<file path="src/rtl/dmem_ctrl_pkg.sv">
`default_nettype none
// ============================================================================
//  Module   : dmem_ctrl_pkg
//  Brief    : Shared encodings for the dmem arbiter: access sizes, FSM states,
//             unshifted write masks and the latched request record.
//  Revision : 1.0 - initial release
// ============================================================================
package dmem_ctrl_pkg;

  localparam int XLEN = 32;

  // Access size encodings carried on size0/size1
  localparam logic [1:0] SZ_BYTE = 2'b00;
  localparam logic [1:0] SZ_HALF = 2'b01;
  localparam logic [1:0] SZ_WORD = 2'b10;
  localparam logic [1:0] SZ_RSVD = 2'b11;

  // Sequencer states
  typedef enum logic [1:0] {
    ST_IDLE   = 2'b00,
    ST_ACCESS = 2'b01,
    ST_RESP   = 2'b10
  } state_e;

  // Unshifted write masks; dmem applies the byte-lane shift itself
  localparam logic [XLEN-1:0] MASK_NONE = 32'h0000_0000;
  localparam logic [XLEN-1:0] MASK_BYTE = 32'h0000_00FF;
  localparam logic [XLEN-1:0] MASK_HALF = 32'h0000_FFFF;
  localparam logic [XLEN-1:0] MASK_WORD = 32'hFFFF_FFFF;

  // Request fields captured on the grant edge
  typedef struct packed {
    logic            port;
    logic            we;
    logic [1:0]      size;
    logic            uns;
    logic [XLEN-1:0] addr;
    logic [XLEN-1:0] wdata;
  } acc_req_t;

endpackage
`default_nettype wire

</file>
<file path="src/rtl/dmem_align.sv">
`default_nettype none
// ============================================================================
//  Module   : dmem_align
//  Brief    : Combinational access checker: misalign / reserved-size error,
//             unshifted write mask, and load lane shift with sign/zero extend.
//  Revision : 1.0 - initial release
// ============================================================================
module dmem_align
  import dmem_ctrl_pkg::*;
(
  input  logic [1:0]      size_i,
  input  logic [1:0]      addr_lo_i,
  input  logic            uns_i,
  input  logic [XLEN-1:0] rword_i,
  output logic            err_o,
  output logic [XLEN-1:0] wmask_o,
  output logic [XLEN-1:0] ldata_o
);

  logic [XLEN-1:0] w_shifted;
  logic            w_sign;

  // Flag reserved sizes and accesses not aligned to their own size
  always_comb begin
    case (size_i)
      SZ_BYTE: err_o = 1'b0;
      SZ_HALF: err_o = addr_lo_i[0];
      SZ_WORD: err_o = (addr_lo_i != 2'b00);
      default: err_o = 1'b1;
    endcase
  end

  // Write mask depends on size only; reserved size writes nothing
  always_comb begin
    case (size_i)
      SZ_BYTE: wmask_o = MASK_BYTE;
      SZ_HALF: wmask_o = MASK_HALF;
      SZ_WORD: wmask_o = MASK_WORD;
      default: wmask_o = MASK_NONE;
    endcase
  end

  // Move the addressed lane to bit 0, truncate to size, then extend
  always_comb begin
    w_shifted = rword_i >> {addr_lo_i, 3'b000};
    w_sign    = 1'b0;
    ldata_o   = '0;
    if (!err_o) begin
      case (size_i)
        SZ_BYTE: begin
          w_sign  = ~uns_i & w_shifted[7];
          ldata_o = {{(XLEN-8){w_sign}}, w_shifted[7:0]};
        end
        SZ_HALF: begin
          w_sign  = ~uns_i & w_shifted[15];
          ldata_o = {{(XLEN-16){w_sign}}, w_shifted[15:0]};
        end
        SZ_WORD: ldata_o = w_shifted;
        default: ldata_o = '0;
      endcase
    end
  end

endmodule
`default_nettype wire

</file>
<file path="src/rtl/dmem_arbiter.sv">
`default_nettype none
// ============================================================================
//  Module   : dmem_arbiter
//  Brief    : Two-port arbiter and IDLE/ACCESS/RESP sequencer in front of the
//             single-port data memory. Port 0 = core LSU, port 1 = debug.
//             Define DMEM_ARB_ROUND_ROBIN_EN for round-robin arbitration;
//             otherwise port 0 has fixed priority.
//  Revision : 1.0 - initial release
// ============================================================================
module dmem_arbiter
  import dmem_ctrl_pkg::*;
(
  input  logic            clk_i,
  input  logic            rst_ni,
  input  logic [1:0]      req_i,
  input  logic [1:0]      we_i,
  input  logic [1:0]      size0_i,
  input  logic [1:0]      size1_i,
  input  logic [1:0]      uns_i,
  input  logic [XLEN-1:0] addr0_i,
  input  logic [XLEN-1:0] addr1_i,
  input  logic [XLEN-1:0] wdata0_i,
  input  logic [XLEN-1:0] wdata1_i,
  output logic [1:0]      gnt_o,
  output logic [1:0]      rvalid_o,
  output logic            rerr_o,
  output logic [XLEN-1:0] rdata_o,
  output logic [XLEN-1:0] mem_addr_o,
  output logic [XLEN-1:0] mem_wdata_o,
  output logic [XLEN-1:0] mem_wmask_o,
  output logic            mem_we_o,
  input  logic [XLEN-1:0] mem_rdata_i
);

  state_e          state_q, state_d;
  acc_req_t        req_q, req_d;
  logic            rerr_q, rerr_d;
  logic [XLEN-1:0] rdata_q, rdata_d;

  logic            w_arb_ok;
  logic            w_grant;
  logic            w_win;
  acc_req_t        w_sel;
  logic            w_err;
  logic [XLEN-1:0] w_wmask;
  logic [XLEN-1:0] w_ldata;

`ifdef DMEM_ARB_ROUND_ROBIN_EN
  // Port granted most recently; reset value 1 makes port 0 win first
  logic            last_q, last_d;
`endif

  // Pick a winner whenever the sequencer is free to accept (IDLE or RESP)
  always_comb begin
    w_arb_ok = (state_q == ST_IDLE) || (state_q == ST_RESP);
    w_grant  = rst_ni && w_arb_ok && (req_i != 2'b00);
`ifdef DMEM_ARB_ROUND_ROBIN_EN
    w_win    = (req_i == 2'b11) ? ~last_q : req_i[1];
`else
    w_win    = ~req_i[0];
`endif
    w_sel       = '0;
    w_sel.port  = w_win;
    w_sel.we    = we_i[w_win];
    w_sel.size  = w_win ? size1_i  : size0_i;
    w_sel.uns   = uns_i[w_win];
    w_sel.addr  = w_win ? addr1_i  : addr0_i;
    w_sel.wdata = w_win ? wdata1_i : wdata0_i;
  end

`ifdef DMEM_ARB_ROUND_ROBIN_EN
  // Pointer moves only when a grant is actually issued
  always_comb begin
    last_d = w_grant ? w_win : last_q;
  end

  // Round-robin pointer register
  always_ff @(posedge clk_i) begin
    if (!rst_ni) begin
      last_q <= 1'b1;
    end else begin
      last_q <= last_d;
    end
  end
`endif

  // Single checker instance works on the latched request only
  dmem_align u_align (
    .size_i    (req_q.size),
    .addr_lo_i (req_q.addr[1:0]),
    .uns_i     (req_q.uns),
    .rword_i   (mem_rdata_i),
    .err_o     (w_err),
    .wmask_o   (w_wmask),
    .ldata_o   (w_ldata)
  );

  // FSM state register
  always_ff @(posedge clk_i) begin
    if (!rst_ni) begin
      state_q <= ST_IDLE;
    end else begin
      state_q <= state_d;
    end
  end

  // FSM next state: ACCESS always lasts one cycle, RESP may re-grant
  always_comb begin
    state_d = state_q;
    case (state_q)
      ST_IDLE:   if (w_grant) state_d = ST_ACCESS;
      ST_ACCESS: state_d = ST_RESP;
      ST_RESP:   state_d = w_grant ? ST_ACCESS : ST_IDLE;
      default:   state_d = ST_IDLE;
    endcase
  end

  // Datapath next state: latch on grant, capture response during ACCESS
  always_comb begin
    req_d   = req_q;
    rerr_d  = rerr_q;
    rdata_d = rdata_q;
    if (w_grant) begin
      req_d = w_sel;
    end
    if (state_q == ST_ACCESS) begin
      rerr_d  = w_err;
      rdata_d = req_q.we ? '0 : w_ldata;
    end
  end

  // Datapath registers
  always_ff @(posedge clk_i) begin
    if (!rst_ni) begin
      req_q   <= '0;
      rerr_q  <= 1'b0;
      rdata_q <= '0;
    end else begin
      req_q   <= req_d;
      rerr_q  <= rerr_d;
      rdata_q <= rdata_d;
    end
  end

  // FSM outputs: memory bus only in ACCESS, response only in RESP
  always_comb begin
    gnt_o       = 2'b00;
    rvalid_o    = 2'b00;
    rerr_o      = 1'b0;
    rdata_o     = '0;
    mem_addr_o  = '0;
    mem_wdata_o = '0;
    mem_wmask_o = '0;
    mem_we_o    = 1'b0;
    if (w_grant) begin
      gnt_o = w_win ? 2'b10 : 2'b01;
    end
    case (state_q)
      ST_ACCESS: begin
        mem_addr_o  = req_q.addr;
        mem_wdata_o = req_q.wdata;
        mem_wmask_o = w_wmask;
        // Reset gates the strobe so a store caught by reset never lands
        mem_we_o    = rst_ni & req_q.we & ~w_err;
      end
      ST_RESP: begin
        rvalid_o = req_q.port ? 2'b10 : 2'b01;
        rerr_o   = rerr_q;
        rdata_o  = rdata_q;
      end
      default: ;
    endcase
  end

endmodule
`default_nettype wire
</file>
<file path="config.mk">
export PLATFORM = sky130hd
export DESIGN_NAME = dmem_arbiter
export DESIGN_NICKNAME = d
export VERILOG_FILES = /design/src/rtl/dmem_ctrl_pkg.sv /design/src/rtl/dmem_align.sv /design/src/rtl/dmem_arbiter.sv
export SDC_FILE = /design/constraint.sdc
export NUM_CORES = 1
export LEC_CHECK = 0
export CORE_AREA = 2 2 113 137
export DETAILED_ROUTE_END_ITERATION = 10
export DIE_AREA = 0 0 115 139
export GPL_TIMING_DRIVEN = 0
export PLACE_DENSITY = 0.88
export SYNTH_ARGS = -nofsm -noshare
export SYNTH_HDL_FRONTEND = slang
export SYNTH_HIERARCHICAL = 1
export SYNTH_SLANG_ARGS = --single-unit
</file>
<file path="constraint.sdc">
create_clock -name clk_i -period 2.63 [get_ports clk_i]
set_input_delay 0.263 -clock clk_i [delete_from_list [all_inputs] [get_ports clk_i]]
set_output_delay 0.263 -clock clk_i [all_outputs]
set_load 0.05 [all_outputs]
</file>
# Word-level counts from Yosys, hierarchy flattened

Index checks and enable logic that the tools add are counted.

Input port bits: 172
Output and inout port bits: 134
Flip-flop bits (word level): 104
Word-level logic and storage cells: 55

Reduce and logical (&&, ||, !) cells: 7
Eq/ne operators: 5
Magnitude comparators: 1
Shifts and indexed selects: 1
Multiplexer cells: 25
Bitwise logic cells: 7

Operators by type and width:

| operator                                                   | count |
|---|---|
| 2-to-1 mux 32 bit                                          | 8 |
| one-hot mux 32 bit (3 select lines)                        | 2 |
| >> shifter 32 x 5 -> 32 bit                                | 1 |
| 2-to-1 mux 2 bit                                           | 6 |
| 2-to-1 mux 1 bit                                           | 7 |
| one-hot mux 2 bit (3 select lines)                         | 1 |
| bitwise AND 1 bit                                          | 4 |
| == test 2 x 1 -> 1 bit, second input constant              | 2 |
| == test 2 bit, second input constant                       | 2 |
| logical NOT 2 bit                                          | 2 |
| nonzero test 2 bit                                         | 2 |
| NOT 1 bit                                                  | 3 |
| one-hot mux 1 bit (3 select lines)                         | 1 |
| logical AND 1 bit                                          | 2 |
| less-than comparator 1 x 2 -> 1 bit, second input constant | 1 |
| != test 2 bit, second input constant                       | 1 |
| logical OR 1 bit                                           | 1 |

# Logic depth before layout (Yosys ltp)

Gate-level depths: netlist (run 1).

Depth in word-level cells: 6
Depth in mapped cells: 8
Gate-level depth less buffers: 7

# Modules after synthesis

The synthesis (run 1) kept the hierarchy.

By module, submodules not included:

| module       | sequential area each (um^2) | area each (um^2) | cells an instance | times used |
|---|---|---|---|---|
| dmem_arbiter | 2,082.0                     | 4,625.7          | 464               | 1 |
| dmem_align   | 0.0                         | 1,154.9          | 161               | 1 |

# Least setup slack after synthesis (run 1)

Ideal clock, no wire load.

Path kind: reg-to-output
From: register req_q[65] (netlist name)
To: output port mem_we_o
Stages on the path, launching flop included: 7
Required time: 2.367 ns
Slack: 0.479 ns
Arrival: 1.888 ns
Buffers on the path: 1
Cell sequence: dfxtp_1 > inv_1 > ha_1 > a21oi_1 > o21ai_1 > buf_2 > and3b_1

Longest elaborated chain between the ends: 5
Elaborated cells between the ends (all ways): 7
Classes of those cells: eq/ne (2); mux (2); bitwise (2); reduce/logical (1)

Ends and longest elaborated chain:

| element                                     | line                | source |
|---|---|---|
| start: declaration                          | dmem_arbiter.sv:36  | `acc_req_t req_q, req_d;` |
| start signal: assignment                    | dmem_arbiter.sv:139 | `req_q <= req_d;` |
| == test 2 bit, or another cell as far along | dmem_align.sv:25    | `case (size_i)` |
| one-hot mux 1 bit (3 select lines) *        | dmem_align.sv:25    |  |
| net w_err                                   | dmem_arbiter.sv:44  | `logic w_err;` |
| NOT 1 bit *                                 | dmem_arbiter.sv:164 | `mem_we_o = rst_ni & req_q.we & ~w_err;` |
| bitwise AND 1 bit *                         | dmem_arbiter.sv:164 |  |
| 2-to-1 mux 1 bit *                          | dmem_arbiter.sv:158 | `case (state_q)` |
| end: declaration                            | dmem_arbiter.sv:31  | `output logic mem_we_o,` |

The timed path passes the listed nets; every way through them passes the cells marked *.

# Final worst setup path (run 1)

From: input port rst_ni
To: output port gnt_o[0]

Longest elaborated chain between the ends: 3

Ends and longest elaborated chain:

| element                        | line                | source |
|---|---|---|
| start: declaration             | dmem_arbiter.sv:14  | `input logic rst_ni,` |
| logical AND 1 bit (2 in a row) | dmem_arbiter.sv:56  | `w_grant = rst_ni && w_arb_ok && (req_i != 2'b00);` |
| 2-to-1 mux 2 bit               | dmem_arbiter.sv:155 | `if (w_grant) begin` |
| end: declaration               | dmem_arbiter.sv:24  | `output logic [1:0] gnt_o,` |

No other way between the ends.

==> run_results.csv, run 1 <==
group,metric,value,unit
clock_network,holdBufCountCts,0,
synth,ys_ff_latch,104,
sta,fin_crit,2540,ps
sta,holdWs,445,ps
placement,dp_slack,-543,ps
routing,avgViaCountPerCell,5.19,
global_route,grt_max_degree,23,
power_and_ir_drop,p_leak,5.06,nW
placement,dp_cells,1108,
routing,routed_wl,20300,um
floorplanning,pin_count,306,
global_route,grt_pass1_vias,5747,
clock_network,cts_made_buffers,9,
clock_network,insertion_delay,340,ps
routing,wl_per_cell,18.1,um
clock_network,clockRootBuffer,"clkbuf_16",
sta,setup_viol,0,
synth,synth-edff-count,0,
clock_network,post-cts-setup-buffer-count,0,
floorplanning,die_area,16000,sq um
routing,num_vias,5833,
synth,synth_top_area_cell,"dfxtp_1",
clock_network,h-tree-depth,3,
placement,io_buffers,305,
clock_network,cts_tree,"yes",
clock_network,cts_buffer_depth,2,
clock_network,clk_pin_slew_worst_paths,70,ps
sta,rsz0062_at_grt,"yes",
sta,max_slew_margin,61.6,%
power_and_ir_drop,power_density,476,nW/um^2
synth,synth_area_leaders,"dfxtp_1 (36%), a22o_1 (15%), and2_1 (14%)",
status,run_status,"finished clean",
synth,avgSynthCellArea,9.25,sq um
synth,yosys.area.top_type_share,36.0,%
synth,synth_cells,625,
critical_path,reg2regPathDepth,8,
synth,netlist_area,5780,sq um
critical_path,start_kind,"input port",
cells_and_area,num-fill-cells,1276,
cells_and_area,antennaDiodeCount,0,
critical_path,crit_chain,"clkdlybuf4s50_1 > and3b_1 > buf_6 > buf_2 > clkdlybuf4s50_1",
placement,gp_congestion,0.905,
critical_path,crit_top_cell,"clkdlybuf4s50_1",
global_route,gr-usage-all-layers,24.3,%
sta,drv_slew,0,
synth,yosysUniqueCellTypes,33,
min_path,worstHoldPathType,"reg2reg",
synth,synth_ff_type,"dfxtp_1",
synth,ys_seq_area_share,36.0,%
synth,synth-async-reset-ratio,0,%
synth,ys_warn_count,6,
floorplanning,core_area,14700,sq um
critical_path,rrSetupSlack,630,ps
critical_path,path_class,"in2out",
sta,finClkSkew,8.32,ps
global_route,grt_pass1_wl,30100,um
routing,drtAntennaViolNets,0,
flow_run,max_cap_viol_count,0,
floorplanning,rows,49,
sta,worst_slack,86.8,ps
cells_and_area,fin_cells,1123,
routing,drt-initial-drc-count,263,
floorplanning,dieHeight,139,um
critical_path,cpMaxStageDelayCell,"clkdlybuf4s50_1",
critical_path,end_kind,"primary output",
critical_path,required,2370,ps
critical_path,cp.arrival,2280,ps
critical_path,cp.depth,5,
global_route,antenna_found_initial,0,
cells_and_area,multiInputGateArea,3190,sq um
routing,dr.pass1.iters,4,
floorplanning,dieWidth,115,um
power_and_ir_drop,p_total,0.00444,W
sta,fmax,0.393,GHz
cells_and_area,fin_nets,1117,
cells_and_area,seqCellArea,2080,sq um
floorplanning,start_util,39.3,%
min_path,min_path_cells,1,
cells_and_area,syn_to_final_growth,61.5,%
synth,syn_nets,801,
critical_path,critPathMaxFanout,10,
cells_and_area,drive_above_1_share,15.9,%
global_route,grt-ovfl-total,0,
placement,dp_hpwl,16300,um
routing,drc_errors,0,
critical_path,cpPeakStageDelay,830,ps
sta,finalCritPeriodShare,96.7,%
sta,max_slew.worst_pin.slew,579,ps
clock_network,clkSinkCount,104,
critical_path,critPathTopFamily,"buffers and inverters",
power_and_ir_drop,peakVddDrop,0.000296,V
critical_path,crit_buf_inv,4,
sta,final_hold_viol_count,0,
==> cells in the mapped netlist (all sizes together), types with 4 or more instances <==
cell	number
buf	67
ha	4
nor2b	8
a21o	69
dfxtp	104
a211oi	8
inv	5
clkbuf	18
a22o	100
a21oi	25
mux2i	18
and2	132
mux2	7
nor2	18
o2bb2ai	7
nand2	16
==> timing repair <==
| item | 4_1_cts | 5_1_grt |
|---|---|---|
| setup endpoints to repair | 125 | 57 |
| gates resized for setup | 163 | 59 |
| pin swaps | 0 | 0 |
| hold endpoints to repair | 0 | 0 |
==> layout by cell type (no fill, tap or decap), drive strengths merged, types with 2 or more instances in the layout <==
cell type | synthesis | final
and2 | 132 | 132
nand2b | 2 | 2
nand3b | 2 | 2
dfxtp | 104 | 104
dlygate4sd2 | 0 | 56
nor2 | 18 | 18
o2bb2ai | 7 | 7
clkdlybuf4s50 | 0 | 177
buf | 67 | 67
nor2b | 8 | 8
clkbuf | 18 | 43
ha | 4 | 4
a21o | 69 | 69
dlymetal6s2s | 0 | 31
nand2 | 16 | 16
mux2 | 7 | 7
clkdlybuf4s15 | 0 | 26
o21ai | 2 | 2
a211oi | 8 | 8
a22o | 100 | 100
a21oi | 25 | 25
inv | 5 | 9
o21a | 3 | 3
mux2i | 18 | 18
and3b | 3 | 3
==> where the power goes <==
part	leakage (nW)	internal, W	switching (W)
logic	4.06	0.000643	0.000712
registers	0.854	0.00170	0.0000677
clock network	0.142	0.000683	0.000636
total	5.06	0.00303	0.00142
==> worst register-to-register path, cell delays in order (launching register included) <==
cell and delay (ps):
dfxtp_1 360, inv_1 140, ha_1 200, or3b_1 390
o22ai_4 280, a31oi_4 100, buf_6 190, a21oi_2 150
a22o_1 140
==> routing by layer <==
layer / routed length (um) / global-route usage [%] / share of wire [%] / up-vias
met1: 7740 / 27.2 / 38 / 2707
li1: - / - / - / 2815
met4: 595 / 9.83 / 2.9 / 0
met5: 0 / 0 / 0 / -
met3: 1510 / 4.98 / 7.4 / 42
met2: 10500 / 44.1 / 52 / 269
==> worst paths after layout <==
check / from / endpoint
max: rst_ni / gnt_o[0]
max reg2reg: req_q[65]$_SDFFE_PN0N_ / rdata_q[20]$_SDFFE_PN0P_
min: req_q[9]$_SDFFE_PN0N_ / req_q[9]$_SDFFE_PN0N_
min reg2reg: req_q[9]$_SDFFE_PN0N_ / req_q[9]$_SDFFE_PN0N_
==> logic make-up (layout without fill, tap and decap cells) <==
logic type	Yosys count	after routing	share of synthesized area, %
buffers and inverters	90	410	9.05
flip-flops	104	104	36.0
AND/OR/NAND/NOR	185	185	18.9
adder cells (fa/ha/maj)	4	4	0.866
AO/OA/AOI/OAI	217	217	30.4
multiplexers	25	25	4.70
==> state kept, by name (all words and copies together), names as in the netlist <==
register / flops
req_q: 69
rerr_q: 1
rdata_q: 32
state_q: 2
==> through the flow <==
step / TNS [ps] / utilization (%) / instance area (sq um)
2_1_floorplan: 0 / - / 5780
4_1_cts: -108 / 63.3 / 9320
6_report: 0 / 63.4 / 9330
3_3_place_gp: -8120 / 61.5 / 9060
3_5_place_dp: -6880 / 61.5 / 9060
5_1_grt: -41.1 / 63.4 / 9330
==> final cells by class <==
type / instances / share of cell area, %
repair buffers: 305 / 32.3
clock buffers: 10 / 2.56
clock inverters: 5 / 0.496
well taps: 178 / 2.39
plain buffers: 85 / 5.50
inverters: 5 / 0.201
flip-flops and latches: 104 / 22.3
multi-input cells: 431 / 34.2
Note: power is estimated with default switching activity, not from simulation.
==> inputs of run 2 (changes only) <==
--- a/config.mk
+++ b/config.mk
@@ -5,11 +5,13 @@
 export SDC_FILE = /design/constraint.sdc
 export NUM_CORES = 1
 export LEC_CHECK = 0
-export CORE_AREA = 2 2 113 137
+export CELL_PAD_IN_SITES_DETAIL_PLACEMENT = 1
+export CELL_PAD_IN_SITES_GLOBAL_PLACEMENT = 1
+export CORE_AREA = 2 2 140 169
 export DETAILED_ROUTE_END_ITERATION = 10
-export DIE_AREA = 0 0 115 139
+export DIE_AREA = 0 0 142 171
 export GPL_TIMING_DRIVEN = 0
-export PLACE_DENSITY = 0.88
+export PLACE_DENSITY = 0.84
 export SYNTH_ARGS = -nofsm -noshare
 export SYNTH_HDL_FRONTEND = slang
 export SYNTH_HIERARCHICAL = 1
==> constraint.sdc (replaced) <==
create_clock -name clk_i -period 2.25 [get_ports clk_i]
set_input_delay 0.225 -clock clk_i [delete_from_list [all_inputs] [get_ports clk_i]]
set_output_delay 0.225 -clock clk_i [all_outputs]
set_load 0.05 [all_outputs]
==> run 2 against run 1 <==
  * Largest cell class unchanged
  * Core utilization shrank 21 points
  * Combinational power grew 21%
  * Non-clock buffer count grew 2
  * Clock power grew 28%
  * Clock skew grew 4.0 ps
  * Critical path depth grew 1
  * Sequential share of layout area shrank 0.55 points
  * Register-to-register slack lost 380 ps
  * Wire length grew 12%
  * Total power grew 22%
  * Critical path type is now reg2out
==> run_results.csv, run 2 (synthesis results as in run 1) <==
group,metric,value,unit
status,run_status,"finished clean",
sta,finClkSkew,12.3,ps
routing,drc_errors,0,
power_and_ir_drop,switchingPower,0.00174,W
clock_network,insertion_delay,350,ps
sta,setup_viol,0,
routing,drt-initial-drc-count,148,
cells_and_area,seqCellArea,2090,sq um
floorplanning,rows,61,
floorplanning,dieHeight,171,um
critical_path,endpoint,"mem_we_o",
cells_and_area,num-fill-cells,2587,
clock_network,clkSinkCount,104,
cells_and_area,largest_reg_flops,69,
power_and_ir_drop,combinationalPowerShare,30.4,%
global_route,grt_pass1_vias,5889,
cells_and_area,multiInputGateArea,3210,sq um
placement,dp_slack,-1100,ps
critical_path,crit_start,"req_q[65]$_SDFFE_PN0N_",
routing,wl_per_cell,18.5,um
critical_path,start_kind,"flip-flop",
cells_and_area,fin_nets,1119,
routing,num_vias,5810,
global_route,grt_pass1_wl,33700,um
critical_path,required,2030,ps
min_path,holdCritStartpoint,"rst_ni",
clock_network,clk_pin_slew_worst_paths,70,ps
floorplanning,core_area,22800,sq um
power_and_ir_drop,power_density,563,nW/um^2
power_and_ir_drop,p_total,0.00540,W
critical_path,cp.arrival,1900,ps
routing,dr.pass1.iters,4,
floorplanning,die_area,24300,sq um
cells_and_area,antennaDiodeCount,0,
cells_and_area,top_register,"req_q",
sta,drv_slew,0,
sta,worst_slack,121,ps
routing,routed_wl,22700,um
placement,io_buffers,305,
cells_and_area,drive_above_1_share,27.0,%
clock_network,h-tree-depth,3,
cells_and_area,top_regs,"req_q x69, rdata_q x32, state_q x2",
power_and_ir_drop,p_clk_share,31.3,%
global_route,grt-ovfl-total,0,
critical_path,timing.rr.end,"rdata_q[15]$_SDFFE_PN0P_",
critical_path,critPathMaxFanout,11,
sta,fin_crit,2130,ps
sta,fmax,0.470,GHz
critical_path,end_kind,"primary output",
floorplanning,start_util,25.3,%
sta,rsz0062_at_grt,"yes",
cells_and_area,final_common_cell,"clkdlybuf4s50_1",
flow_run,max_cap_viol_count,0,
clock_network,cts_made_buffers,9,
critical_path,path_class,"reg2out",
power_and_ir_drop,switching_share,32.2,%
cells_and_area,syn_to_final_growth,65.8,%
power_and_ir_drop,power.internal,0.00366,W
critical_path,rrSetupSlack,250,ps
floorplanning,dieWidth,142,um
sta,max_slew.worst_pin.slew,579,ps
clock_network,cts_buffer_depth,2,
sta,final_hold_viol_count,0,
placement,dp_hpwl,18400,um
critical_path,r2r-start,"req_q[65]$_SDFFE_PN0N_",
placement,gp_congestion,0.864,
global_route,gr-usage-all-layers,18.2,%
global_route,antenna_found_initial,0,
clock_network,cts_tree,"yes",
floorplanning,pin_count,306,
min_path,worstHoldPathType,"in2reg",
sta,finalCritPeriodShare,94.6,%
power_and_ir_drop,power_frac_seq,38.3,%
routing,avgViaCountPerCell,4.72,
power_and_ir_drop,peakVddDrop,0.000331,V
sta,max_slew_margin,61.4,%
power_and_ir_drop,p_leak,4.42,nW
critical_path,reg2regPathDepth,8,
routing,drtAntennaViolNets,0,
sta,holdWs,286,ps
clock_network,clockRootBuffer,"clkbuf_16",
global_route,grt_max_degree,23,
cells_and_area,layout_common_cells,"clkdlybuf4s50_1 (170), and2_1 (132), dfxtp_1 (101), a22o_1 (100), clkdlybuf4s15_2 (86)",
[run 2: cell count changes in the layout (fill, tap and decap cells not counted), moves of 2 or more]
cell	change
clkdlybuf4s15_2	+60
dlygate4sd2_1	-51
buf_4	+43
dlymetal6s2s_1	-30
clkbuf_2	-10
clkbuf_1	-8
clkdlybuf4s50_1	-7
clkbuf_4	+4
dfxtp_1	-3
dfxtp_2	+3
buf_6	+2
[run 2: layout make-up]
cell class | instances | area share [%]
sequential | 104 | 21.8
clock inverter | 7 | 0.927
buffer | 85 | 5.63
clock buffer | 9 | 2.35
multi-input combinational | 431 | 33.5
tap | 283 | 3.69
timing repair buffer | 307 | 32.0
inverter | 5 | 0.196
[run 2: worst min-delay path by stage]
stage / to / slack (ps) / cells after the start
after floorplan: req_q[68]$_SDFFE_PN0N_ / 340 / 1
after global placement: req_q[4]$_SDFFE_PN0N_ / 420 / 1
after detailed placement: req_q[22]$_SDFFE_PN0N_ / 430 / 1
after CTS: req_q[16]$_SDFFE_PN0N_ / 450 / 1
after global routing: req_q[68]$_SDFFE_PN0N_ / 300 / 2
final: req_q[68]$_SDFFE_PN0N_ / 290 / 2
[run 2: power by group through the flow]
stage          clock network (W)  logic [W]  registers, W
6_report                 0.00169    0.00164       0.00207
5_1_grt                  0.00182    0.00175       0.00209
4_1_cts                  0.00175    0.00165       0.00207
3_5_place_dp                   0    0.00165       0.00211
3_3_place_gp                   0    0.00162       0.00210
2_1_floorplan                  0   0.000969       0.00208
[run 2: worst max-delay path: stages (launching register included)]
cell,delay [ps]
dfxtp_2,360
ha_1,230
inv_1,250
o21ai_2,120
buf_6,170
and3b_1,240
buf_6,180
[run 2: metrics by stage]
step,util [%],std cells,setup TNS [ps],cell area [sq um]
floorplan,-,625,0,5780
global placement,40.3,1213,-40600,9190
detailed placement,40.3,1213,-47760,9190
CTS,41.8,1230,0,9550
global route,42.0,1231,-1.57,9590
finish,42.0,1231,0,9590
[run 2: metal layers]
metal	track usage [%]	vias up	part of all wire, %
met5	0	-	0
met4	3.78	0	1.3
met3	4.76	17	5.8
met2	33.9	196	53
met1	20.7	2784	40
li1	-	2813	-
[run 2: timing repair]
action | 4_1_cts | 5_1_grt
buffers inserted | 1 | 1
gates resized for setup | 537 | 22
setup endpoints to repair | 163 | 104
pin swaps | 2 | 0
hold buffers | 0 | 0
==> inputs of run 3 (changes only) <==
--- a/config.mk
+++ b/config.mk
@@ -7,11 +7,12 @@
 export LEC_CHECK = 0
 export CELL_PAD_IN_SITES_DETAIL_PLACEMENT = 1
 export CELL_PAD_IN_SITES_GLOBAL_PLACEMENT = 1
-export CORE_AREA = 2 2 140 169
+export CORE_AREA = 2 2 112 136
 export DETAILED_ROUTE_END_ITERATION = 10
-export DIE_AREA = 0 0 142 171
+export DIE_AREA = 0 0 114 138
+export DONT_BUFFER_PORTS = 1
 export GPL_TIMING_DRIVEN = 0
-export PLACE_DENSITY = 0.84
+export PLACE_DENSITY = 0.82
 export SYNTH_ARGS = -nofsm -noshare
 export SYNTH_HDL_FRONTEND = slang
 export SYNTH_HIERARCHICAL = 1
==> run 3 against run 2 <==
  * Fmax shrank 1.9%
  * Cell count is 33% lower
  * Clock power fell by 5%
  * Wire length shrank 14%
  * Critical path type unchanged
  * Critical endpoint unchanged
  * Largest cell class is now multi-input combinational cells
==> run_results.csv, run 3 (synthesis results as in run 1) <==
group,metric,value,unit
cells_and_area,finalInstanceArea,6510,sq um
clock_network,cts_buffer_depth,2,
sta,finClkSkew,6.46,ps
floorplanning,rows,49,
floorplanning,die_area,15700,sq um
sta,fmax,0.461,GHz
sta,drv_slew,0,
routing,num_vias,4806,
routing,routed_wl,19500,um
global_route,grt_pass1_vias,5100,
routing,avgViaCountPerCell,5.83,
sta,holdWs,15.1,ps
cells_and_area,drive_above_1_share,28.9,%
cells_and_area,layout_common_cells,"dfxtp_1 (101), a22o_1 (100), a21o_1 (69), and2_1 (66), and2_4 (40)",
sta,fin_crit,2170,ps
placement,dp_hpwl,15600,um
floorplanning,pin_count,306,
routing,wl_per_cell,23.7,um
critical_path,end_kind,"primary output",
cells_and_area,final_common_cell,"dfxtp_1",
global_route,gr-usage-all-layers,24.0,%
critical_path,cp.arrival,1940,ps
clock_network,cts_made_buffers,9,
power_and_ir_drop,p_leak,3.18,nW
routing,drtAntennaViolNets,0,
cells_and_area,seqCellArea,2090,sq um
routing,dr.pass1.iters,4,
cells_and_area,fin_nets,815,
flow_run,max_cap_viol_count,0,
floorplanning,start_util,39.6,%
placement,dp_cells,803,
cells_and_area,multiInputGateArea,3340,sq um
sta,setup_viol,0,
placement,gp_congestion,0.886,
global_route,grt_pass1_wl,28800,um
routing,top_layer,"met4",
global_route,grt_max_degree,23,
placement,io_buffers,0,
power_and_ir_drop,power_density,752,nW/um^2
routing,drt-initial-drc-count,171,
cells_and_area,fin_cells,824,
clock_network,clkSinkCount,104,
min_path,worstHoldPathType,"in2reg",
sta,max_slew.worst_pin.slew,1010,ps
sta,final_hold_viol_count,0,
critical_path,start_kind,"flip-flop",
sta,rsz0062_at_grt,"no",
power_and_ir_drop,peakVddDrop,0.000338,V
critical_path,required,2030,ps
critical_path,critPathMaxFanout,12,
routing,wl_met3,1560,um
floorplanning,dieHeight,138,um
status,run_status,"finished clean",
routing,wl_met1,7180,um
clock_network,insertion_delay,360,ps
routing,route.met2.wl,10300,um
floorplanning,dieWidth,114,um
sta,finalCritPeriodShare,96.4,%
routing,drc_errors,0,
clock_network,h-tree-depth,3,
cells_and_area,top_register,"req_q",
clock_network,clk_pin_slew_worst_paths,80,ps
floorplanning,core_area,14600,sq um
global_route,grt-ovfl-total,0,
sta,max_slew_margin,32.4,%
clock_network,clockRootBuffer,"clkbuf_16",
critical_path,path_class,"reg2out",
clock_network,cts_tree,"yes",
global_route,antenna_found_initial,2,
placement,place_area,6000,sq um
cells_and_area,largest_reg_flops,69,
cells_and_area,top_regs,"req_q x69, rdata_q x32, state_q x2",
cells_and_area,num-fill-cells,1666,
cells_and_area,syn_to_final_growth,12.7,%
power_and_ir_drop,p_total,0.00490,W
run 3: cell types whose count changed in the layout (fill, tap and decap cells not counted), sizes merged, moves of 2 or more:
cell	before	now
clkdlybuf4s15	86	0
clkinv	3	1
dlygate4sd2	5	0
buf	111	68
clkdlybuf4s50	170	0
inv	8	11
diode	0	2
run 3: worst paths after layout:
| path | startpoint | endpoint | slack, ps | cells after the start |
|---|---|---|---|---|
| worst max-delay path | req_q[65]$_SDFFE_PN0N_ | mem_we_o | 80 | 6 |
| worst min-delay path | rst_ni | state_q[1]$_SDFFE_PN0P_ | 20 | 1 |
| worst max register to register | req_q[32]$_SDFFE_PN0N_ | rdata_q[20]$_SDFFE_PN0P_ | 210 | 7 |
| worst min register to register | req_q[17]$_SDFFE_PN0N_ | req_q[17]$_SDFFE_PN0N_ | 450 | 1 |
run 3: critical path: stages, from the launching register on:
cell and delay, ps:
dfxtp_4 370, inv_1 80, ha_4 220, a21oi_2 180, o21ai_2 100, buf_4 190, and3b_4 430
run 3: where the power goes:
part	leakage [nW]	total [W]	internal, W	switching [W]
Sequential	0.855	0.00208	0.00199	0.0000904
Combinational	2.18	0.00122	0.000448	0.000770
Clock	0.146	0.00160	0.000789	0.000814
run 3: final cells by class:
type	instances	share of cell area, %
tap	178	3.42
multi-input combinational	431	51.3
clock buffer	9	3.46
timing repair buffer	3	0.384
inverter	5	0.288
buffer	85	7.99
clock inverter	7	1.04
sequential	104	32.1
antenna	2	0.0768
run 3: timing repair:
action	CTS	global route
hold buffers	1	0
pin swaps	1	1
endpoints found under the hold margin	2	0
setup buffers	1	1
gates resized for setup	95	36
endpoints found under the setup margin	122	113
run 3: per-stage QoR:
stage,setup WS [ps],setup TNS (ps),utilization [%]
floorplan,137,0,-
global placement,-311,-3810,41.1
detailed placement,-485,-9470,41.1
CTS,-62.9,-704,44.2
global route,1.60,0,44.6
finish,80.8,0,44.6
run 3: per-layer routing:
layer  GRT usage (%)  vias to the layer above
met5               0                        -
met4            7.96                        0
met3            8.11                       30
met2            43.1                      208
met1            26.1                     2355
li1                -                     2213
